`config.mk`:
```
export PLATFORM = sky130hd
export DESIGN_NAME = reg_bank_sb
export DESIGN_NICKNAME = d
export VERILOG_FILES = /design/src/rtl/reg_bank_sb.sv
export SDC_FILE = /design/constraint.sdc
export NUM_CORES = 2
export LEC_CHECK = 0
export CORE_MARGIN = 4
export CORE_UTILIZATION = 40
export CTS_CLUSTER_DIAMETER = 120
export CTS_CLUSTER_SIZE = 16
export DETAILED_ROUTE_END_ITERATION = 8
export HOLD_SLACK_MARGIN = 0.1
export PLACE_DENSITY = 0.55
export SLEW_MARGIN = 10
export SYNTH_ARGS = -nofsm -noshare
export SYNTH_HDL_FRONTEND = slang
export SYNTH_SLANG_ARGS = --single-unit
export TNS_END_PERCENT = 100
```
`constraint.sdc`:
```
create_clock -name clk -period 4.3 [get_ports clk]
set_clock_uncertainty 0.2 [all_clocks]
set_input_delay 0.43 -clock clk [delete_from_list [all_inputs] [get_ports clk]]
set_output_delay 0.43 -clock clk [all_outputs]
set_load 0.02 [all_outputs]
```
`src/rtl/reg_bank_sb.sv`:
```
// MIPS general-purpose register bank with writeback-to-read bypass and a pending-producer
// scoreboard that lets decode stall on RAW hazards.
module reg_bank_sb #(
  parameter int unsigned DATA_W   = 32,
  parameter int unsigned ADDR_W   = 5,
  parameter int unsigned ZERO_REG = 1
) (
  input  logic              clk,
  input  logic              rst_n,
  input  logic [ADDR_W-1:0] RR1,
  input  logic [ADDR_W-1:0] RR2,
  output logic [DATA_W-1:0] DR1,
  output logic [DATA_W-1:0] DR2,
  input  logic [ADDR_W-1:0] WR,
  input  logic [DATA_W-1:0] DW,
  input  logic              RegEn,
  input  logic              IssueEn,
  input  logic [ADDR_W-1:0] IssueReg,
  output logic              Busy1,
  output logic              Busy2,
  output logic              Stall,
  output logic [ADDR_W:0]   PendCount
);

  localparam int unsigned NumRegs  = 2 ** ADDR_W;
  localparam logic        ZeroHard = (ZERO_REG != 0);
  localparam logic [ADDR_W:0] CntOne = {{ADDR_W{1'b0}}, 1'b1};

  logic [DATA_W-1:0]  bank_q [NumRegs];
  logic [NumRegs-1:0] pend_q, pend_d;
  logic [ADDR_W:0]    cnt_q, cnt_d;

  logic wr_valid, iss_valid;
  logic rr1_zero, rr2_zero;
  logic rr1_hit, rr2_hit;
  logic cnt_inc, cnt_dec;

  assign wr_valid  = RegEn && !(ZeroHard && (WR == '0));
  assign iss_valid = IssueEn && !(ZeroHard && (IssueReg == '0));

  assign rr1_zero = ZeroHard && (RR1 == '0);
  assign rr2_zero = ZeroHard && (RR2 == '0);
  assign rr1_hit  = wr_valid && (WR == RR1);
  assign rr2_hit  = wr_valid && (WR == RR2);

  // Read ports: zero register first, then the in-flight writeback, then storage.
  always_comb begin
    DR1 = bank_q[RR1];
    if (rr1_zero) begin
      DR1 = '0;
    end else if (rr1_hit) begin
      DR1 = DW;
    end
  end

  always_comb begin
    DR2 = bank_q[RR2];
    if (rr2_zero) begin
      DR2 = '0;
    end else if (rr2_hit) begin
      DR2 = DW;
    end
  end

  // A same-cycle writeback satisfies the pending read.
  always_comb begin
    Busy1 = pend_q[RR1] && !rr1_hit && !rr1_zero;
    Busy2 = pend_q[RR2] && !rr2_hit && !rr2_zero;
    Stall = Busy1 || Busy2;
  end

  // Issue is applied after the clear so a new producer wins over a retiring one.
  always_comb begin
    pend_d = pend_q;
    if (wr_valid) begin
      pend_d[WR] = 1'b0;
    end
    if (iss_valid) begin
      pend_d[IssueReg] = 1'b1;
    end
  end

  always_comb begin
    cnt_inc = iss_valid && !pend_q[IssueReg];
    cnt_dec = wr_valid && pend_q[WR] && !(iss_valid && (IssueReg == WR));
    cnt_d   = cnt_q;
    unique case ({cnt_inc, cnt_dec})
      2'b10:   cnt_d = cnt_q + CntOne;
      2'b01:   cnt_d = cnt_q - CntOne;
      default: cnt_d = cnt_q;
    endcase
  end

  assign PendCount = cnt_q;

  always_ff @(posedge clk or negedge rst_n) begin
    if (!rst_n) begin
      for (int unsigned i = 0; i < NumRegs; i++) begin
        bank_q[i] <= '0;
      end
    end else if (wr_valid) begin
      bank_q[WR] <= DW;
    end
  end

  always_ff @(posedge clk or negedge rst_n) begin
    if (!rst_n) begin
      pend_q <= '0;
      cnt_q  <= '0;
    end else begin
      pend_q <= pend_d;
      cnt_q  <= cnt_d;
    end
  end

endmodule

```
# After elaboration in Yosys (flattened, before gate mapping)
# Index checks and enable logic that the tools add are counted.
[classes]
order_cmp = 10
n_reduce_logical = 29
muxes = 28
bitwise = 6
addsub = 2
n_eq_ne = 5
[op_table]
columns = ["cell", "n"]
rows = [
  ["1024-bit bitwise mux", 1],
  ["32-bit two-way mux", 11],
  ["32-bit binary-select mux with 5-bit select", 2],
  ["32-bit demux with 5-bit select", 1],
  ["32-bit AND", 1],
  ["32-bit NOT", 1],
  ["32-bit OR", 1],
  ["5-bit by 6-bit < comparator with 1-bit output (second input constant)", 4],
  ["1-bit binary-select mux with 5-bit select", 4],
  ["5-bit logical NOT", 4],
  ["6-bit greater-or-equal comparator (second input constant)", 3],
  ["5-bit NOT with 6-bit output", 3],
  ["5-bit equality test", 3],
  ["1-bit logical AND", 15],
  ["6-bit one-hot mux with 2 select lines", 1],
  ["1-bit demux with 5-bit select", 2],
  ["5-bit by 1-bit greater-or-equal comparator with 1-bit output (second input constant)", 2],
  ["1-bit logical NOT", 8],
  ["6-bit by 1-bit adder with 6-bit output (second input constant)", 1],
  ["6-bit by 1-bit < comparator with 1-bit output (second input constant)", 1],
  ["1-bit two-way mux", 6],
  ["6-bit by 1-bit subtractor with 6-bit output (second input constant)", 1],
  ["2-bit by 1-bit equality test with 1-bit output (second input constant)", 1],
  ["2-bit equality test (second input constant)", 1],
  ["other kinds (2)", 2],
]
[totals]
reg_bits = 1062
input_bits = 56
output_inout_bits = 73

# Logic depth before layout (Yosys ltp)
[depth]
ltp_word = 9
ltp_mapped = 15
ltp_nobuf = 13

# Worst setup path before layout
# Ideal clock, no wire load.
[synth_timing]
kind = "input to register"
from = "input port IssueReg[0]"
to = "register cnt_q[5], in the netlist PendCount[5]"
stages = 13
setup_slack_ns = 0.436
t_arrival_ns = 3.585
n_path_buf = 2
path_cell_list = "buf_2 -> clkbuf_1 -> mux4_2 -> mux4_2 -> mux2i_1 -> nand2_1 -> ha_1 -> ha_1 -> a21o_1 -> a21oi_1 -> or4_1 -> nand3_1 -> xor2_1"
[synth_between]
elab_chain_len = 8
[synth_rtl]
columns = ["element", "line", "source"]
rows = [
  ["from (decl)", "18", "input logic [ADDR_W-1:0] IssueReg,"],
  ["branches (longest 8 deep; another with 6-bit one-hot mux with 2 select lines)", "n/a", ""],
  ["to (signal assigned)", "112", "cnt_q <= cnt_d;"],
  ["to (decl)", "31", "logic [ADDR_W:0] cnt_q, cnt_d;"],
]
# Several ways; the timed one is not identified. The select of a mux whose other input is x is not followed.
# A chain may end at the register's enable or synchronous reset.

# Final worst setup path
[layout_timing]
from = "input port WR[2]"
to = "output port DR2[24]"
[layout_between]
elab_chain_len = 6
[layout_rtl]
columns = ["element", "line", "source"]
rows = [
  ["from (decl)", "14", "input logic [ADDR_W-1:0] WR,"],
  ["5-bit logical NOT", "38", "assign wr_valid = RegEn && !(ZeroHard && (WR == '0));"],
  ["1-bit logical NOT", "38", ""],
  ["1-bit logical AND", "38", ""],
  ["1-bit logical AND (*)", "44", "assign rr2_hit = wr_valid && (WR == RR2);"],
  ["32-bit two-way mux (*)", "60", "end else if (rr2_hit) begin"],
  ["32-bit two-way mux (*)", "58", "if (rr2_zero) begin"],
  ["to (decl)", "13", "output logic [DATA_W-1:0] DR2,"],
]
# Every way passes the cells marked *; elsewhere a longest branch is shown, timed or not.

==> impl_metrics.yaml <==
critical_path:
  crit_arrival_ps: 3560
  crit_family: "buffers and inverters"
  cp_cell_sequence: "clkdlybuf4s50_1 -> buf_4 -> nor3_2 -> a21bo_1 -> buf_4 -> o31ai_4 -> buf_12 -> buf_12 -> nor3_1 -> a211o_1 -> clkdlybuf4s50_1"
  path_depth: 11
  r2r_cells: 11
  slowest_delay_ps: 700
  critical_path_class: "in2out"
  reg2reg_to: "PendCount[5]"
  worstSetupStartpointType: "primary input"
  r2r_setup_slack_ps: 570
  required_ps: 3670
  critical_path_buf_inv_count: 6
  r2r_start: "pend_q[31]"
  cp_max_fo: 8
  critPathSlowestCell: "clkdlybuf4s50_1"
  critPathCaptureType: "output port"
sta:
  tns_ps: 0
  fin_crit_ps: 4190
  hold_slack_ps: 178
  tightest_slew_ps: 1100
  timing.final.crit_share_pct: 97.5
  setup_violations: 0
  timing_hold_violations_final: 0
  rsz0062_at_grt: "no"
  fmax_mhz: 239
  slew_headroom_pct: 26.4
  final_max_slew_viol_count: 0
placed_design:
  place_hpwl_microns: 132000
  port_buffers: 128
  placed_cell_area_sq_um: 62900
  routabilityCongestion: 0.921
cts:
  cts_resized: 0
  htree_num_levels: 3
  cts_tree: "done"
  clock-sinks: 1062
  clock_latency_ps: 700
  clkTransAtPathRegs_ps: 70
  cts-root-buf: "clkbuf_16"
  cts_buffers: 76
  clockBufferDepth: 3
logic_synthesis:
  syn_inst: 4059
  yosysWarnings: 0
  ys_seq_area_share_pct: 45.7
  synthAdderAreaFrac_pct: 0.142
  synth_edf_count: 0
  netlist_top_cells_area: "dfrtp_1 (46%), mux2_2 (19%), mux4_2 (16%), mux2i_1 (5.4%), a221oi_1 (1.6%)"
  ys_top_cells_by_count: "dfrtp_1 (1062), mux2_2 (984), mux4_2 (421)"
  ys_types: 60
  synth.most_common_cell: "dfrtp_1"
  ys_ff_latch: 1062
  syn_nets: 4121
  yosysTopAreaCellShare_pct: 45.7
  synthArstFlopShare_pct: 100
  synthMuxAreaShare_pct: 40.9
  synth_xor_xnor_area_share_pct: 0.301
  synth_ff_type: "dfrtp_1"
  synth_top_family_by_area: "multiplexers"
  synth-simple-area-share_pct: 2.09
  syn_area_sq_um: 58100
  avgSynthCellArea_sq_um: 14.3
  synth-compound-area-share_pct: 6.95
  yosys.area.top_type: "dfrtp_1"
grt:
  grt_pass1_wl_microns: 298000
  grt_use_total_pct: 27.2
  antenna_found_initial: 7
  grt_pass1_vias: 39900
  grt-ovfl-total: 0
  grt_max_degree: 99
drt:
  drt.antenna.violating_nets: 0
  firstDrtPassIters: 5
  remaining_drc_errors: 0
  initialDrtViolationCount: 3814
  wl_per_cell_microns: 34.5
  viasPerCell: 6.49
  routed_wl_microns: 206000
  vias: 38900
power:
  p_switching_mw: 8.21
  p_comb_share_pct: 25.7
  intPower_mw: 19.3
  p_leak_nw: 28.3
  ir_worst_vdd_mv: 0.340
  p_per_area_nw_per_um2: 423
  seq_power_share_pct: 48.5
  clkPwrFrac_pct: 25.8
  sw_frac_of_total_pct: 29.9
  totalPowerFinal_mw: 27.5
layout:
  area_delta_synth_final_pct: 11.8
  nFillCells: 13000
  fin_nets: 4136
  layout-drive-gt1-share_pct: 45.2
  fin_util_pct: 45.1
  finalInstanceArea_sq_um: 65000
floorplan:
  row_count: 139
  fp.dieH_microns: 389
  die_w_microns: 389
  initial_utilization_pct: 40.4
  ios: 129
  fp.coreArea_sq_um: 144000
  fp.dieArea_sq_um: 152000
run_status:
  status: "completed"
run:
  drv_cap: 0
worst_hold_path:
  min_path_cells: 0
  worst_hold_path_type: "reg2reg"
  holdPathEnd: "bank_q[1022]"
  holdCritStartpoint: "bank_q[1022]"
-- layer usage --
| metal | global-route usage (%) | share of wire [%] | vias to the layer above |
|---|---|---|---|
| met5 | 0 | 0.015 | - |
| met2 | 40.1 | 44 | 1593 |
| met4 | 8.68 | 3.7 | 4 |
| met1 | 39.8 | 45 | 21200 |
| met3 | 6.10 | 8.1 | 355 |
| li1 | - | - | 15800 |
-- registers in the layout (all words and copies together) (netlist names) --
signal     count
PendCount      6
pend_q        32
bank_q      1024
-- stage by stage --
stage               cells  setup WS (ps)
floorplan            4059            436
global placement     5898          -81.1
detailed placement   5898          -2.16
CTS                  5983            180
global route         5983           39.6
finish               5985            109
-- worst register-to-register path: cells and delay by family (launching register included) --
family | cells | cell delay, ps
and+or+nand+nor | 3 | 750
adders and majority gates | 2 | 700
muxes | 3 | 1180
AOI/OAI and AO/OA | 2 | 180
xor gates and xnor gates | 1 | 140
DFF | 1 | 490
-- power by group through the flow --
stage	Clock (mW)	Sequential (mW)	Combinational, mW
6_report	7.11	13.3	7.06
5_1_grt	7.60	13.6	7.55
4_1_cts	7.29	13.3	7.07
3_5_place_dp	0	13.5	7.05
3_3_place_gp	0	13.4	6.98
2_1_floorplan	0	13.0	4.91
-- worst max-delay path by stage --
stage,from,to
global route,WR[2],DR2[24]
global placement,WR[4],PendCount[5]
finish,WR[2],DR2[24]
CTS,WR[2],DR2[24]
detailed placement,IssueReg[0],PendCount[5]
floorplan,IssueReg[0],PendCount[5]
-- cells by family after synthesis --
| group | after synthesis |
|---|---|
| buffers and inverters | 477 |
| adder cells (fa/ha/maj) | 6 |
| multiplexers | 1728 |
| XOR/XNOR | 20 |
| AND/OR/NAND/NOR | 219 |
| AO/OA/AOI/OAI | 547 |
| flip-flops | 1062 |
-- cell usage in the layout, fill, tap and decap left out, types with 19 or more instances in the layout --
cell type	n
buf_12	75
o21ai_0	38
a21oi_1	64
a211o_1	47
mux2_2	984
nor3_1	48
nand2_1	26
buf_4	208
clkbuf_16	81
o22ai_1	63
a221oi_1	108
o21bai_1	28
a211oi_1	53
dfrtp_1	1062
a22oi_1	53
a21o_1	19
mux4_2	421
a31oi_1	19
clkdlybuf4s50_1	115
nand2b_1	28
mux2i_1	315
-- layout make-up --
type	count	area, sq um	share of cell area (%)
Multi-Input combinational cell	2520	29600	45.5
Sequential cell	1062	26600	40.9
Timing Repair Buffer	406	4320	6.65
Tap cell	1903	2380	3.66
Clock buffer	82	2040	3.14
Clock inverter	2	60.1	0.0924
Inverter	8	30.0	0.0462
Antenna cell	2	5.00	0.00770
-- what timing repair did --
item	CTS	global route
hold endpoints to repair	59	0
buffers inserted	0	0
hold buffers	1	0
Power figures use the tool's default switching activity.
